$ cat config.mk
export PLATFORM = sky130hd
export DESIGN_NAME = ddr3_x16_dram_emu
export DESIGN_NICKNAME = d
export VERILOG_FILES = /design/src/rtl/ddr3_x16_dram_emu.sv
export SDC_FILE = /design/constraint.sdc
export NUM_CORES = 2
export LEC_CHECK = 0
export ABC_AREA = 0
export CORE_ASPECT_RATIO = 1.25
export CORE_MARGIN = 5
export CORE_UTILIZATION = 54
export DETAILED_ROUTE_END_ITERATION = 8
export DONT_BUFFER_PORTS = 1
export PLACE_DENSITY_LB_ADDON = 0.25
export RECOVER_POWER = 50
export REMOVE_ABC_BUFFERS = 1
export SLEW_MARGIN = 20
export SYNTH_ARGS = -nofsm -noshare
export SYNTH_HDL_FRONTEND = slang
export SYNTH_SLANG_ARGS = --single-unit
$ cat constraint.sdc
create_clock -name i_clk_div -period 10.65 [get_ports i_clk_div]
set_input_delay 1.065 -clock i_clk_div [delete_from_list [all_inputs] [get_ports i_clk_div]]
set_output_delay 1.065 -clock i_clk_div [all_outputs]
set_load 0.02 [all_outputs]
$ cat src/rtl/ddr3_x16_dram_emu.sv
// DRAM-side responder for x16 DDR3 PHY loopback: decodes command pins, stores
// BL8 write bursts and plays them back as half-rate beat vectors with DQS/OE.
module ddr3_x16_dram_emu #(
  parameter int p_DQ_W   = 16,
  parameter int p_BANK_W = 3,
  parameter int p_ADDR_W = 14,
  parameter int p_COL_W  = 10,
  parameter int p_MEM_AW = 4,
  parameter int p_RL     = 3,
  parameter int p_WL     = 2
) (
  input  logic                  i_clk_div,
  input  logic                  i_rst,
  input  logic                  i_ddr_ncs,
  input  logic                  i_ddr_nras,
  input  logic                  i_ddr_ncas,
  input  logic                  i_ddr_nwe,
  input  logic [p_BANK_W-1:0]   in_ddr_bank,
  input  logic [p_ADDR_W-1:0]   in_ddr_addr,
  input  logic [4*p_DQ_W-1:0]   in_wr_dq,
  input  logic [3:0]            i4_wr_dm,
  output logic [4*p_DQ_W-1:0]   on_rd_dq,
  output logic [3:0]            o4_dqs,
  output logic                  o_dq_oe,
  output logic                  o_dqs_oe,
  output logic                  o_err,
  output logic [15:0]           o16_rd_cnt,
  output logic [15:0]           o16_wr_cnt
);

  localparam int c_BEAT_W    = 4 * p_DQ_W;
  localparam int c_BURST_W   = 8 * p_DQ_W;
  localparam int c_NBANK     = 2 ** p_BANK_W;
  localparam int c_MEM_WORDS = (2 ** p_MEM_AW) * 8;
  localparam int c_A10       = 10;
  localparam int c_GAP       = 2;

  logic                  cmd_sel;
  logic [2:0]            cmd_code;
  logic                  cmd_act, cmd_rd, cmd_wr, cmd_pre;
  logic [p_COL_W-1:0]    col_addr;
  logic [p_MEM_AW-1:0]   cmd_idx;
  logic                  rw_req, rw_drop, rd_acc, wr_acc, bank_open;

  logic [c_NBANK-1:0]    open_q, open_d;
  logic [p_ADDR_W-1:0]   open_row_q [c_NBANK];
  logic [p_ADDR_W-1:0]   open_row_d [c_NBANK];
  logic [1:0]            gap_cnt_q, gap_cnt_d;
  logic                  err_q, err_d;
  logic [15:0]           rd_cnt_q, rd_cnt_d;
  logic [15:0]           wr_cnt_q, wr_cnt_d;

  logic [p_RL+1:0]       rd_pipe_q, rd_pipe_d;
  logic [p_MEM_AW-1:0]   rd_idx_q [p_RL-1];
  logic [p_MEM_AW-1:0]   rd_idx_d [p_RL-1];
  logic [p_WL:0]         wr_pipe_q, wr_pipe_d;
  logic [p_MEM_AW-1:0]   wr_idx_q [p_WL+1];
  logic [p_MEM_AW-1:0]   wr_idx_d [p_WL+1];
  logic [c_BEAT_W-1:0]   wr_lo_q, wr_lo_d;
  logic [3:0]            wr_dm_lo_q, wr_dm_lo_d;
  logic [c_BURST_W-1:0]  rd_buf_q, rd_buf_d;

  logic [c_BEAT_W-1:0]   rd_dq_q, rd_dq_d;
  logic [3:0]            dqs_q, dqs_d;
  logic                  dq_oe_q, dq_oe_d;
  logic                  dqs_oe_q, dqs_oe_d;

  logic [p_DQ_W-1:0]     mem_q [c_MEM_WORDS];
  logic [7:0]            mem_we;
  logic [c_BURST_W-1:0]  mem_wdata;
  logic [p_MEM_AW-1:0]   mem_widx;
  logic                  rd_cap;
  logic [p_MEM_AW-1:0]   rd_cap_idx;
  logic [c_BURST_W-1:0]  rd_burst;
  logic                  beat_lo, beat_hi, amble;

  // Row address is kept for visibility only; nothing downstream depends on it.
  logic unused_ok;
  assign unused_ok = ^{col_addr, open_row_q[in_ddr_bank]};

  always_comb begin
    cmd_sel  = ~i_ddr_ncs;
    cmd_code = {i_ddr_nras, i_ddr_ncas, i_ddr_nwe};
    cmd_act  = cmd_sel && (cmd_code == 3'b011);
    cmd_rd   = cmd_sel && (cmd_code == 3'b101);
    cmd_wr   = cmd_sel && (cmd_code == 3'b100);
    cmd_pre  = cmd_sel && (cmd_code == 3'b010);
    col_addr = in_ddr_addr[p_COL_W-1:0];
    cmd_idx  = col_addr[p_MEM_AW+2:3];
  end

  always_comb begin
    rw_req    = cmd_rd | cmd_wr;
    rw_drop   = rw_req && (gap_cnt_q != 2'd0);
    rd_acc    = cmd_rd && !rw_drop;
    wr_acc    = cmd_wr && !rw_drop;
    bank_open = open_q[in_ddr_bank];

    open_d     = open_q;
    open_row_d = open_row_q;
    if (cmd_act) begin
      open_d[in_ddr_bank]     = 1'b1;
      open_row_d[in_ddr_bank] = in_ddr_addr;
    end
    if (cmd_pre) begin
      if (in_ddr_addr[c_A10]) open_d = '0;
      else                    open_d[in_ddr_bank] = 1'b0;
    end

    // Down-counter: nonzero means the previous accepted burst is too recent.
    if (rd_acc || wr_acc)        gap_cnt_d = 2'(c_GAP - 1);
    else if (gap_cnt_q != 2'd0)  gap_cnt_d = gap_cnt_q - 2'd1;
    else                         gap_cnt_d = 2'd0;

    err_d    = err_q | rw_drop | ((rd_acc | wr_acc) & ~bank_open);
    rd_cnt_d = rd_cnt_q + 16'(rd_acc);
    wr_cnt_d = wr_cnt_q + 16'(wr_acc);
  end

  always_comb begin
    rd_pipe_d   = {rd_pipe_q[p_RL:0], rd_acc};
    rd_idx_d[0] = cmd_idx;
    for (int k = 1; k < p_RL - 1; k++) rd_idx_d[k] = rd_idx_q[k-1];

    wr_pipe_d   = {wr_pipe_q[p_WL-1:0], wr_acc};
    wr_idx_d[0] = cmd_idx;
    for (int k = 1; k <= p_WL; k++) wr_idx_d[k] = wr_idx_q[k-1];

    wr_lo_d    = wr_pipe_q[p_WL-1] ? in_wr_dq : wr_lo_q;
    wr_dm_lo_d = wr_pipe_q[p_WL-1] ? i4_wr_dm : wr_dm_lo_q;

    mem_widx  = wr_idx_q[p_WL];
    mem_wdata = {in_wr_dq, wr_lo_q};
    mem_we    = wr_pipe_q[p_WL] ? ~{i4_wr_dm, wr_dm_lo_q} : 8'h00;
  end

  // Snapshot is taken one cycle before the first data cycle, so it sees every
  // commit up to two cycles before that.
  always_comb begin
    rd_cap     = rd_pipe_q[p_RL-2];
    rd_cap_idx = rd_idx_q[p_RL-2];
    rd_burst   = '0;
    for (int w = 0; w < 8; w++)
      rd_burst[w*p_DQ_W +: p_DQ_W] = mem_q[{rd_cap_idx, 3'(w)}];
    rd_buf_d = rd_cap ? rd_burst : rd_buf_q;
  end

  // Data cycles win over a coincident preamble/postamble of a neighbouring burst.
  always_comb begin
    beat_lo  = rd_pipe_q[p_RL-1];
    beat_hi  = rd_pipe_q[p_RL];
    amble    = rd_pipe_q[p_RL-2] | rd_pipe_q[p_RL+1];
    rd_dq_d  = '0;
    dqs_d    = 4'b0000;
    dq_oe_d  = 1'b0;
    dqs_oe_d = 1'b0;
    if (beat_lo) begin
      rd_dq_d  = rd_buf_q[c_BEAT_W-1:0];
      dqs_d    = 4'b1010;
      dq_oe_d  = 1'b1;
      dqs_oe_d = 1'b1;
    end else if (beat_hi) begin
      rd_dq_d  = rd_buf_q[c_BURST_W-1:c_BEAT_W];
      dqs_d    = 4'b1010;
      dq_oe_d  = 1'b1;
      dqs_oe_d = 1'b1;
    end else if (amble) begin
      dqs_oe_d = 1'b1;
    end
  end

  always_ff @(posedge i_clk_div or posedge i_rst) begin
    if (i_rst) begin
      open_q     <= '0;
      for (int b = 0; b < c_NBANK; b++) open_row_q[b] <= '0;
      gap_cnt_q  <= 2'd0;
      err_q      <= 1'b0;
      rd_cnt_q   <= 16'd0;
      wr_cnt_q   <= 16'd0;
      rd_pipe_q  <= '0;
      for (int k = 0; k < p_RL - 1; k++) rd_idx_q[k] <= '0;
      wr_pipe_q  <= '0;
      for (int k = 0; k <= p_WL; k++) wr_idx_q[k] <= '0;
      wr_lo_q    <= '0;
      wr_dm_lo_q <= 4'b0000;
      rd_buf_q   <= '0;
      rd_dq_q    <= '0;
      dqs_q      <= 4'b0000;
      dq_oe_q    <= 1'b0;
      dqs_oe_q   <= 1'b0;
    end else begin
      open_q     <= open_d;
      open_row_q <= open_row_d;
      gap_cnt_q  <= gap_cnt_d;
      err_q      <= err_d;
      rd_cnt_q   <= rd_cnt_d;
      wr_cnt_q   <= wr_cnt_d;
      rd_pipe_q  <= rd_pipe_d;
      rd_idx_q   <= rd_idx_d;
      wr_pipe_q  <= wr_pipe_d;
      wr_idx_q   <= wr_idx_d;
      wr_lo_q    <= wr_lo_d;
      wr_dm_lo_q <= wr_dm_lo_d;
      rd_buf_q   <= rd_buf_d;
      rd_dq_q    <= rd_dq_d;
      dqs_q      <= dqs_d;
      dq_oe_q    <= dq_oe_d;
      dqs_oe_q   <= dqs_oe_d;
    end
  end

  // Burst storage behaves like a RAM: no reset, per-word enables.
  always_ff @(posedge i_clk_div) begin
    for (int w = 0; w < 8; w++)
      if (mem_we[w]) mem_q[{mem_widx, 3'(w)}] <= mem_wdata[w*p_DQ_W +: p_DQ_W];
  end

  assign on_rd_dq   = rd_dq_q;
  assign o4_dqs     = dqs_q;
  assign o_dq_oe    = dq_oe_q;
  assign o_dqs_oe   = dqs_oe_q;
  assign o_err      = err_q;
  assign o16_rd_cnt = rd_cnt_q;
  assign o16_wr_cnt = wr_cnt_q;

endmodule

==> summary.txt <==
Floorplan
  • Core Region: 0.165 mm^2
  • Die area: 0.174 mm^2
  • Number of placement rows: 167
  • Die width: 374 um
  • Initial Util: 0.541
  • Die H: 465 um
  • IO Pins: 194

Placement
  • Placed cell area: 0.0927 mm^2
  • Final Wtd Congestion: 0.775
  • Post-DP HPWL: 116 mm
  • # port buffers: 0

Status
  • Violated checks: max-capacitance violations, max-slew violations
  • Outcome: finished with violations

Critical path
  • Worst path bufs/invs: 2
  • Worst path required time: 10.99 ns
  • CP Data Arrival Time: 6.41 ns
  • Crit-path cells: clkinvlp_2 > clkbuf_1
  • Worst R2R Start: wr_idx_d[3]$_DFF_PP0_
  • CP max FO: 87
  • Slowest stage cell, crit path: clkinvlp_2
  • Slowest stage delay, CP: 2.99 ns
  • R2R setup slack: 5.00 ns
  • Worst setup EP type: async pin
  • Worst reg2reg endpoint: rd_buf_q[13]$_DFFE_PP0P_
  • Kind of critical path: in -> async
  • Family with the most delay on the worst path: buffers and inverters
  • R2R cell count: 6
  • Startpoint Class: input port

Synth
  • Number of enable flip-flop cells after synthesis: 2048
  • Adder-Cell Fraction of Synth Area: 0.000559
  • Asr flop ratio synth: 0.137
  • Post-synthesis mux area share: 0.147
  • Synthesized area: 0.0895 mm^2
  • Register area share after synthesis: 0.778
  • Synth Flop Type: edfxtp_1
  • Area leader, netlist: edfxtp_1
  • Cells after synthesis: 4477
  • Mean Syn Cell Area: 20.0 um^2
  • Simple-gate share of the synthesized area: 0.0165
  • Largest cells by area after synthesis: edfxtp_1 69%, dfrtp_1 9.1%, mux4_2 8.2%, mux2i_1 5.1%, o22ai_1 1.8%
  • Compound-gate portion of the synthesized area: 0.0399
  • Yosys warns: 0
  • Post-synth top area share: 0.687
  • Main combinational cell family by area after synthesis: multiplexers
  • Seq cells post-synth: 2373
  • Post-synthesis xor/xnor area fraction: 0.00274
  • Yosys cell types: 42

Global route
  • Initial antenna violation count: 7
  • First-pass GRT wire length: 311 mm
  • Maximum number of pins on one net before global-route repair: 122
  • Grt ovf: 0
  • GR Util All Layers: 0.245
  • Vias in the first global route: 45300

Clock network
  • Later-pin clock latency in the skew report: 0.86 ns
  • Setup Fix Bufs, Post-CTS: 0
  • Post-CTS Hold Fix Bufs: 0
  • Clock sink total: 2373
  • Clk buf depth: 3
  • Clock slew at reported path FFs: 0.06 ns
  • CTS tree: yes
  • TritonCTS Buffers: 219
  • H-tree depth: 4
  • Clk root buf: clkbuf_16
  • Post_cts resized: 0

Final layout
  • Area Overhead vs Synth: 11.6%
  • Layout cells sized above 1: 0.223
  • Most frequent cells in the layout: 2048 x edfxtp_1, 454 x mux2i_1, 324 x mux4_2
  • Core Util, Final: 0.604
  • Fin nets: 4687
  • Filler cells: 11600
  • Final Cell Area: 0.0998 mm^2
  • Commonest non-fill, non-tap cell in the layout: edfxtp_1

Routing
  • DR vias: 44300
  • Pre-antenna DRT Iters: 5
  • DR iter-0 viols: 4559
  • Detail Route Antenna Nets: 0
  • WL/cell: 30.6 um
  • Total wire length: 214 mm
  • DRC viols: 0
  • Vias per cell: 6.34

Flow run
  • # Max-Cap Violations: 10

Power
  • Leakage power: 33.4 nW
  • Power Density: 196 mW/mm^2
  • Max VDD drop: 0.000183 V
  • Final Power: 0.0196 W

STA
  • Unrepaired setup endpoints after global routing: no
  • Skew final: 0.0284 ns
  • Worst-margin pin slew: 5.51 ns
  • Setup violators final: 0
  • Final Slew Violations: 449
  • Post-layout min period: 6.07 ns
  • Setup TNS: 0 ns
  • Period utilization: 0.570
  • Rel. slew slack: -2.69
  • Final Hold Viols: 0
  • Fmax: 165 MHz

Min path
  • Hold Path Stages: 0
  • Worst hold path class: in -> reg
  • Endpoint, Worst Hold: wr_idx_d[6]$_DFF_PP0_
  • Worst hold start: in_ddr_addr[5]
[synthesized netlist by cell type, types with 37 or more instances]
| cell type | count |
|---|---|
| buf_2 | 110 |
| o21ai_0 | 48 |
| o32ai_1 | 79 |
| mux2i_1 | 454 |
| mux2_2 | 118 |
| o22ai_1 | 255 |
| a21oi_1 | 124 |
| clkbuf_1 | 100 |
| buf_4 | 37 |
| nor2_1 | 172 |
| nand2_1 | 85 |
| edfxtp_1 | 2048 |
| dfrtp_1 | 325 |
| mux4_2 | 324 |
[metal layers]
layer	track usage	wire [um]
met1	0.326	82200
met3	0.0539	17700
met5	0	13
met2	0.416	109000
met4	0.0622	4590
[final cells by class]
class                   instances  area [um^2]  share of cell area
clock inverters               107         1060              0.0107
diodes                          7         17.5            0.000175
multi-input cells            1832        18900               0.190
flip-flops and latches       2373        69600               0.698
inverters                       6         23.8            0.000238
clock buffers                 310         6130              0.0614
repair buffers                160         1260              0.0126
well taps                    2197         2750              0.0275
[worst max path at each step]
stage | startpoint | slack (ns) | cells past startpoint | end
final | i_rst | 4.58 | 2 | rd_buf_q[96]$_DFFE_PP0P_
after global routing | i_rst | 3.57 | 2 | rd_buf_q[107]$_DFFE_PP0P_
after CTS | wr_idx_d[2]$_DFF_PP0_ | 6.01 | 7 | rd_buf_q[102]$_DFFE_PP0P_
after detailed placement | wr_idx_d[2]$_DFF_PP0_ | 6.04 | 7 | rd_buf_q[102]$_DFFE_PP0P_
after global placement | wr_idx_d[2]$_DFF_PP0_ | 6.06 | 7 | rd_buf_q[102]$_DFFE_PP0P_
after floorplan | wr_idx_d[0]$_DFF_PP0_ | -15.22 | 3 | rd_buf_q[102]$_DFFE_PP0P_
[cell families after synthesis]
group / Yosys count
adders and majority gates: 4
AOI/OAI and AO/OA: 557
xor gates and xnor gates: 28
buffers and inverters: 273
DFF: 2373
other: 1
muxes: 896
and+or+nand+nor: 345
[registers in the layout (all words and copies together) (netlist names)]
register	count
mem_q	2048
rd_buf_q	128
on_rd_dq	64
wr_lo_q	64
o16_rd_cnt	16
o16_wr_cnt	16
open_q	8
wr_idx_d	8
rd_pipe_q	5
mem_widx	4
wr_dm_lo_q	4
wr_pipe_q	3
gap_cnt_q	2
o4_dqs	1
o_dqs_oe	1
o_err	1
[where the power goes]
part           internal, W  switching (W)
combinational     0.000366       0.000417
sequential          0.0106       0.000470
clock              0.00441        0.00337
total               0.0154        0.00426
[stage by stage]
step                      setup WS [ns]  cells  hold slack [ns]
after global routing               3.57   6989            0.191
after CTS                          6.01   6985            0.151
after global placement             6.06   6568            0.336
final                              4.58   6992            0.242
after detailed placement           6.04   6568            0.336
after floorplan                  -15.22   4211            0.331
Power figures use the tool's default switching activity.
